### config.mk
export PLATFORM = sky130hd
export DESIGN_NAME = input_debounce
export DESIGN_NICKNAME = d
export VERILOG_FILES = /design/src/rtl/input_debounce.sv
export SDC_FILE = /design/constraint.sdc
export NUM_CORES = 1
export LEC_CHECK = 0
export ABC_AREA = 1
export BUFFER_PORTS_ARGS = -buffer_cell sky130_fd_sc_hd__buf_2
export CAP_MARGIN = 40
export CORE_MARGIN = 3
export CORE_UTILIZATION = 31
export DETAILED_ROUTE_END_ITERATION = 10
export PLACE_DENSITY = 0.49
export SLEW_MARGIN = 10
export SYNTH_ARGS = -nofsm -noshare
export SYNTH_HDL_FRONTEND = slang
export SYNTH_SLANG_ARGS = --single-unit
### constraint.sdc
create_clock -name iCLK -period 8.9 [get_ports iCLK]
set_input_delay 1.335 -clock iCLK [delete_from_list [all_inputs] [get_ports iCLK]]
set_output_delay 1.335 -clock iCLK [all_outputs]
set_load 0.02 [all_outputs]
### src/rtl/input_debounce.sv
// Button/joystick pin conditioner: per-channel sync + stability-counter debounce
// with press/release pulses, opposite-direction lockout and an active-low core bus.

module input_debounce_lane #(
  parameter int STABLE_CYCLES = 240000,
  parameter int CNT_BITS      = 18,
  parameter int ACTIVE_LOW    = 1
) (
  input  logic iCLK,
  input  logic iRESET,
  input  logic pin_i,
  output logic state_o,
  output logic rise_o,
  output logic fall_o,
  output logic pulse_d_o
);
  localparam logic                RELEASED = (ACTIVE_LOW != 0);
  localparam logic [CNT_BITS-1:0] CNT_MAX  = CNT_BITS'(STABLE_CYCLES - 1);

  logic                sync1_q, sync2_q;
  logic                s;
  logic [CNT_BITS-1:0] cnt_q, cnt_d;
  logic                state_q, state_d;
  logic                rise_q, rise_d;
  logic                fall_q, fall_d;

  // s is normalised so 1 always means pressed
  assign s = sync2_q ^ RELEASED;

  always_comb begin
    cnt_d   = cnt_q;
    state_d = state_q;
    rise_d  = 1'b0;
    fall_d  = 1'b0;
    if (s == state_q) begin
      cnt_d = '0;
    end else if (cnt_q == CNT_MAX) begin
      cnt_d   = '0;
      state_d = s;
      rise_d  = s;
      fall_d  = ~s;
    end else begin
      cnt_d = cnt_q + 1'b1;
    end
  end

  always_ff @(posedge iCLK or posedge iRESET) begin
    if (iRESET) begin
      sync1_q <= RELEASED;
      sync2_q <= RELEASED;
      cnt_q   <= '0;
      state_q <= 1'b0;
      rise_q  <= 1'b0;
      fall_q  <= 1'b0;
    end else begin
      sync1_q <= pin_i;
      sync2_q <= sync1_q;
      cnt_q   <= cnt_d;
      state_q <= state_d;
      rise_q  <= rise_d;
      fall_q  <= fall_d;
    end
  end

  assign state_o   = state_q;
  assign rise_o    = rise_q;
  assign fall_o    = fall_q;
  assign pulse_d_o = rise_d | fall_d;
endmodule

module input_debounce #(
  parameter int pCHANNELS      = 8,
  parameter int pSTABLE_CYCLES = 240000,
  parameter int pCNT_BITS      = 18,
  parameter int pACTIVE_LOW    = 1,
  parameter int pLOCKOUT       = 1
) (
  input  logic                 iCLK,
  input  logic                 iRESET,
  input  logic [pCHANNELS-1:0] iPINS,
  output logic [pCHANNELS-1:0] oSTATE,
  output logic [pCHANNELS-1:0] oRISE,
  output logic [pCHANNELS-1:0] oFALL,
  output logic                 oCHANGED,
  output logic [pCHANNELS-1:0] oCORE_N
);
  logic [pCHANNELS-1:0] pulse_d;
  logic [pCHANNELS-1:0] masked;
  logic                 changed_q;
  logic [pCHANNELS-1:0] core_n_q;

  for (genvar i = 0; i < pCHANNELS; i++) begin : g_lane
    input_debounce_lane #(
      .STABLE_CYCLES(pSTABLE_CYCLES),
      .CNT_BITS     (pCNT_BITS),
      .ACTIVE_LOW   (pACTIVE_LOW)
    ) u_lane (
      .iCLK     (iCLK),
      .iRESET   (iRESET),
      .pin_i    (iPINS[i]),
      .state_o  (oSTATE[i]),
      .rise_o   (oRISE[i]),
      .fall_o   (oFALL[i]),
      .pulse_d_o(pulse_d[i])
    );
  end

  if (pLOCKOUT != 0 && pCHANNELS >= 4) begin : g_lock
    // owner per pair: 2'b01 = lower channel, 2'b10 = upper channel, 2'b00 = none
    logic [1:0] own_q [2];
    logic [1:0] own_d [2];

    // owner_d folds in this cycle's rise so the newest press wins immediately
    always_comb begin
      masked = oSTATE;
      for (int p = 0; p < 2; p++) begin
        own_d[p] = own_q[p];
        if (oRISE[2*p +: 2] == 2'b01 || oRISE[2*p +: 2] == 2'b10)
          own_d[p] = oRISE[2*p +: 2];
        else if (oRISE[2*p +: 2] == 2'b11)
          own_d[p] = 2'b00;
        if (oSTATE[2*p +: 2] == 2'b11)
          masked[2*p +: 2] = own_d[p];
      end
    end

    always_ff @(posedge iCLK or posedge iRESET) begin
      if (iRESET) begin
        for (int p = 0; p < 2; p++) own_q[p] <= 2'b00;
      end else begin
        for (int p = 0; p < 2; p++) own_q[p] <= own_d[p];
      end
    end
  end else begin : g_nolock
    assign masked = oSTATE;
  end

  always_ff @(posedge iCLK or posedge iRESET) begin
    if (iRESET) begin
      changed_q <= 1'b0;
      core_n_q  <= '1;
    end else begin
      changed_q <= |pulse_d;
      core_n_q  <= ~masked;
    end
  end

  assign oCHANGED = changed_q;
  assign oCORE_N  = core_n_q;
endmodule

======== Yosys cells after proc, flatten, opt, wreduce, memory -nomap -nowiden ========
Index checks and enable logic that the tools add are counted.
storage, ports and cells
  output and inout port bits .............. 33
  bits in registers ....................... 197
  input bits .............................. 10
operators by class
  multiplexer cells ....................... 54
  eq/ne operators ......................... 24
  reduce and logical (&&, ||, !) cells .... 11
  bitwise operators ....................... 25
  $add $sub $neg .......................... 8
operators with widths
  cell                                                 count
  2-to-1 mux 18 bit                                    16
  adder 18 x 1 -> 18 bit, second input constant        8
  equality test 18 bit, second input constant          8
  2-to-1 mux 1 bit                                     32
  NOT 1 bit                                            16
  AND reduction 2 bit                                  8
  equality test 2 bit, second input constant           6
  2-to-1 mux 2 bit                                     6
  equality test 1 bit                                  8
  NOT 8 bit                                            1
  bitwise OR 1 bit                                     8
  OR reduction 8 bit                                   1
  equality test 2 x 1 -> 1 bit, second input constant  2
  logical OR 1 bit                                     2

======== Depth between registers and ports, before layout ========
  word-level depth ........................ 5
  gate-level depth with buffers ........... 9
  gate-level depth less buffers ........... 9

======== Modules after synthesis ========
Synthesis repeated with hierarchy kept, for this count alone.
second synthesis, totals
  cell total of the unflattened synthesis .. 1,159
  area, all modules ....................... 10,182.3 µm²
by module, submodules not included
  module               area an instance (µm²)  cells an instance  times used  seq. area each (µm²)
  input_debounce_lane  1,211.2                 139                8           578.1
  input_debounce       493.0                   47                 1           335.3

======== Least setup slack after synthesis ========
No wires, ideal clock.
  kind .................................... register to output
  start ................................... reg core_n_q[0] (netlist: oCORE_N[0])
  end ..................................... out oCORE_N[0]
  slack ................................... 7.011 ns
  buffers on the path ..................... 0
  cell stages (with the launch flop) ...... 1
  required time ........................... 7.565 ns
  arrival time ............................ 0.554 ns
  cells stage by stage .................... dfstp_2
RTL lines
  what                      line  text
  start: declaration        90    logic [pCHANNELS-1:0] core_n_q;
  start signal: assignment  144   core_n_q <= ~masked;
  end: declaration          85    output logic [pCHANNELS-1:0] oCORE_N
No word-level cell between the ends.

======== Final worst setup path ========
  start ................................... reg core_n_q[5] (netlist: oCORE_N[5])
  end ..................................... out oCORE_N[5]
No word-level cell between the ends.

==> flow_summary.json <==
{
  "status": "complete, no violations",
  "netlist_area_mm2": 0.00989,
  "hold_path.class": "reg -> reg",
  "seq_area_mm2": 0.00496,
  "htreeDepth": 4,
  "fmax_mhz": 411,
  "synth_top_cell_area_share_pct": 43.8,
  "start_util_pct": 31.9,
  "place_ws_ns": 6.04,
  "synthCells": 1182,
  "viasPerCell": 4.42,
  "grt_max_degree": 69,
  "wirelength_um": 19400,
  "multi_input_area_mm2": 0.00425,
  "finalHoldViolations": 0,
  "synth_edf_count": 0,
  "place.gp.congestion": 0.806,
  "skew_ns": 0.00755,
  "syn-mean-instance-area_um2": 8.36,
  "finalSetupViolCount": 0,
  "grtUsageTotal_pct": 12.3,
  "tns_ns": 0,
  "cts_hold_buf": 0,
  "worst-path-max-fanout": 1,
  "post-cts-setup-buffers": 0,
  "grt_overflow_total": 0,
  "cts_root_buf": "clkbuf_16",
  "worst_pin_slew_ns": 0.416,
  "synth_commonest_cells": "nor2_1, nand2_1, dfrtp_1",
  "irDropWorstVdd_mv": 0.121,
  "ys_seq_area_share_pct": 50.2,
  "slowest_delay_ns": 0.52,
  "synth.area.top_cells": "dfrtp_1, nor2_1, nand2_1, dfstp_2, xor2_1",
  "diodes": 0,
  "grt_pass1_wl_um": 34300,
  "synth_top_flop_cell": "dfrtp_1",
  "cts_made_buffers": 17,
  "clk_pin_slew_ns": 0.07,
  "core_mm2": 0.0310,
  "crit_buf_inv": 1,
  "wire_per_inst_um": 11.9,
  "fin_crit_sh_pct": 27.4,
  "syn2layout_area_growth_pct": 11.8,
  "fp.dieH_um": 185,
  "cts_tree": "done",
  "crit_arrival_ns": 1.10,
  "hpwl_um": 14200,
  "synth_most_common_cell": "nor2_1",
  "drt_iter0_markers": 456,
  "rsz0062_at_grt": "no",
  "fill_cells": 3228,
  "power_density_mw_per_mm2": 157,
  "dieArea_mm2": 0.0341,
  "io_buffers": 42,
  "num_rows": 64,
  "cts_buffer_depth": 2,
  "post-route-min-period_ns": 2.43,
  "grt_pass1_vias": 7188,
  "max-slew-margin-rel_pct": 72.0,
  "critPathSlowestCell": "dfstp_2",
  "insertion_delay_ns": 0.43,
  "slew_viol_final": 0,
  "firstDrtPassIters": 6,
  "syn_nets": 1202,
  "antenna_found_initial": 0,
  "cts_sinks": 197,
  "ys_ff_latch": 197,
  "yosys.area.top_type": "dfrtp_1",
  "vias": 7210,
  "async_reset_ff_share_pct": 100,
  "power.static_leakage_uw": 0.00488,
  "ios": 43,
  "crit_chain": "buf_2",
  "crit_required_ns": 7.57,
  "nNetsFinal": 1241,
  "worst_slack_ns": 6.47,
  "critPathCaptureType": "output port",
  "drive_above_1_share_pct": 16.5,
  "cts_resized": 0,
  "ant_nets": 0,
  "critical-path-top-delay-family": "flip-flops",
  "synth_warnings": 0,
  "synth.distinct_cells": 39,
  "max_cap_violations": 0,
  "crit_type": "reg -> out",
  "worstSetupStartpointType": "flip-flop",
  "chipWidth_um": 185,
  "drc": 0
}
==> path summary, 6_finish.rpt <==
kind / slack (ns) / from / depth (start not counted) / endpoint
max in group asynchronous: 6.59 / iRESET / 5 / oCORE_N[2]
max: 6.47 / oCORE_N[5] / 1 / oCORE_N[5]
min in group asynchronous: 0.90 / iRESET / 2 / g_lane[6].u_lane.rise_o
min reg2reg: 0.35 / g_lane[2].u_lane.sync1_q / 0 / g_lane[2].u_lane.sync2_q
max reg2reg: 7.19 / g_lane[2].u_lane.rise_o / 4 / oCORE_N[3]
min: 0.35 / g_lane[2].u_lane.sync1_q / 0 / g_lane[2].u_lane.sync2_q
==> cell families after synthesis <==
group	share of synthesized area [%]
and+or+nand+nor	33.3
DFF	50.2
buffers and inverters	6.85
xor gates and xnor gates	6.20
AOI/OAI and AO/OA	2.20
adders and majority gates	1.27
==> state kept, by name (all words and copies together), names as in the netlist <==
name                   count
g_lane.u_lane.cnt_q      144
g_lock.own_q               4
g_lane.u_lane.sync2_q      8
g_lane.u_lane.fall_o       8
oCORE_N                    8
oCHANGED                   1
g_lane.u_lane.rise_o       8
g_lane.u_lane.sync1_q      8
g_lane.u_lane.state_o      8
==> through the flow <==
step	utilization (%)	hold slack [ns]	power, uW	instances	cell area, um2
6_report	35.7	0.354	1730	1630	11100
5_1_grt	35.7	0.359	1820	1630	11100
4_1_cts	35.7	0.356	1770	1630	11100
3_5_place_dp	33.8	0.347	998	1598	10500
3_3_place_gp	33.6	0.346	995	1596	10400
2_1_floorplan	-	0.345	976	1182	9890
==> layout by cell type, fill, tap and decap left out, types with 7 or more instances in the layout <==
| cell type | count |
|---|---|
| nor2_1 | 258 |
| nand2_1 | 234 |
| dfrtp_1 | 173 |
| inv_1 | 112 |
| nand3_1 | 58 |
| xor2_1 | 49 |
| buf_2 | 42 |
| nor2_2 | 31 |
| nor3_1 | 30 |
| dfstp_2 | 24 |
| nand4_1 | 23 |
| xnor2_1 | 21 |
| clkbuf_16 | 17 |
| inv_2 | 16 |
| o21ai_0 | 16 |
| nand3_2 | 15 |
| nand2_2 | 14 |
| ha_1 | 10 |
| nor2_4 | 9 |
| nor3b_1 | 7 |
| a21oi_1 | 7 |
==> cell type report <==
cell class / count / share of cell area [%]
clock inverters: 10 / 0.894
multi-input cells: 829 / 38.5
repair buffers: 45 / 2.47
clock buffers: 22 / 4.29
inverters: 131 / 4.52
flip-flops and latches: 197 / 44.9
well taps: 396 / 4.48
==> where the power goes <==
part / internal [uW] / switching, uW / leakage (uW)
logic: 16.2 / 41.5 / 0.00195
clock network: 411 / 342 / 0.000277
registers: 910 / 9.96 / 0.00265
total: 1340 / 394 / 0.00488
==> per-layer routing <==
| layer | up-vias | track usage [%] | wire (um) |
|---|---|---|---|
| li1 | 3758 | - | - |
| met1 | 3361 | 17.5 | 10100 |
| met2 | 77 | 18.9 | 8520 |
| met3 | 14 | 2.57 | 579 |
| met4 | 0 | 3.63 | 228 |
| met5 | - | 0 | 0 |
Note: power is estimated with default switching activity, not from simulation.
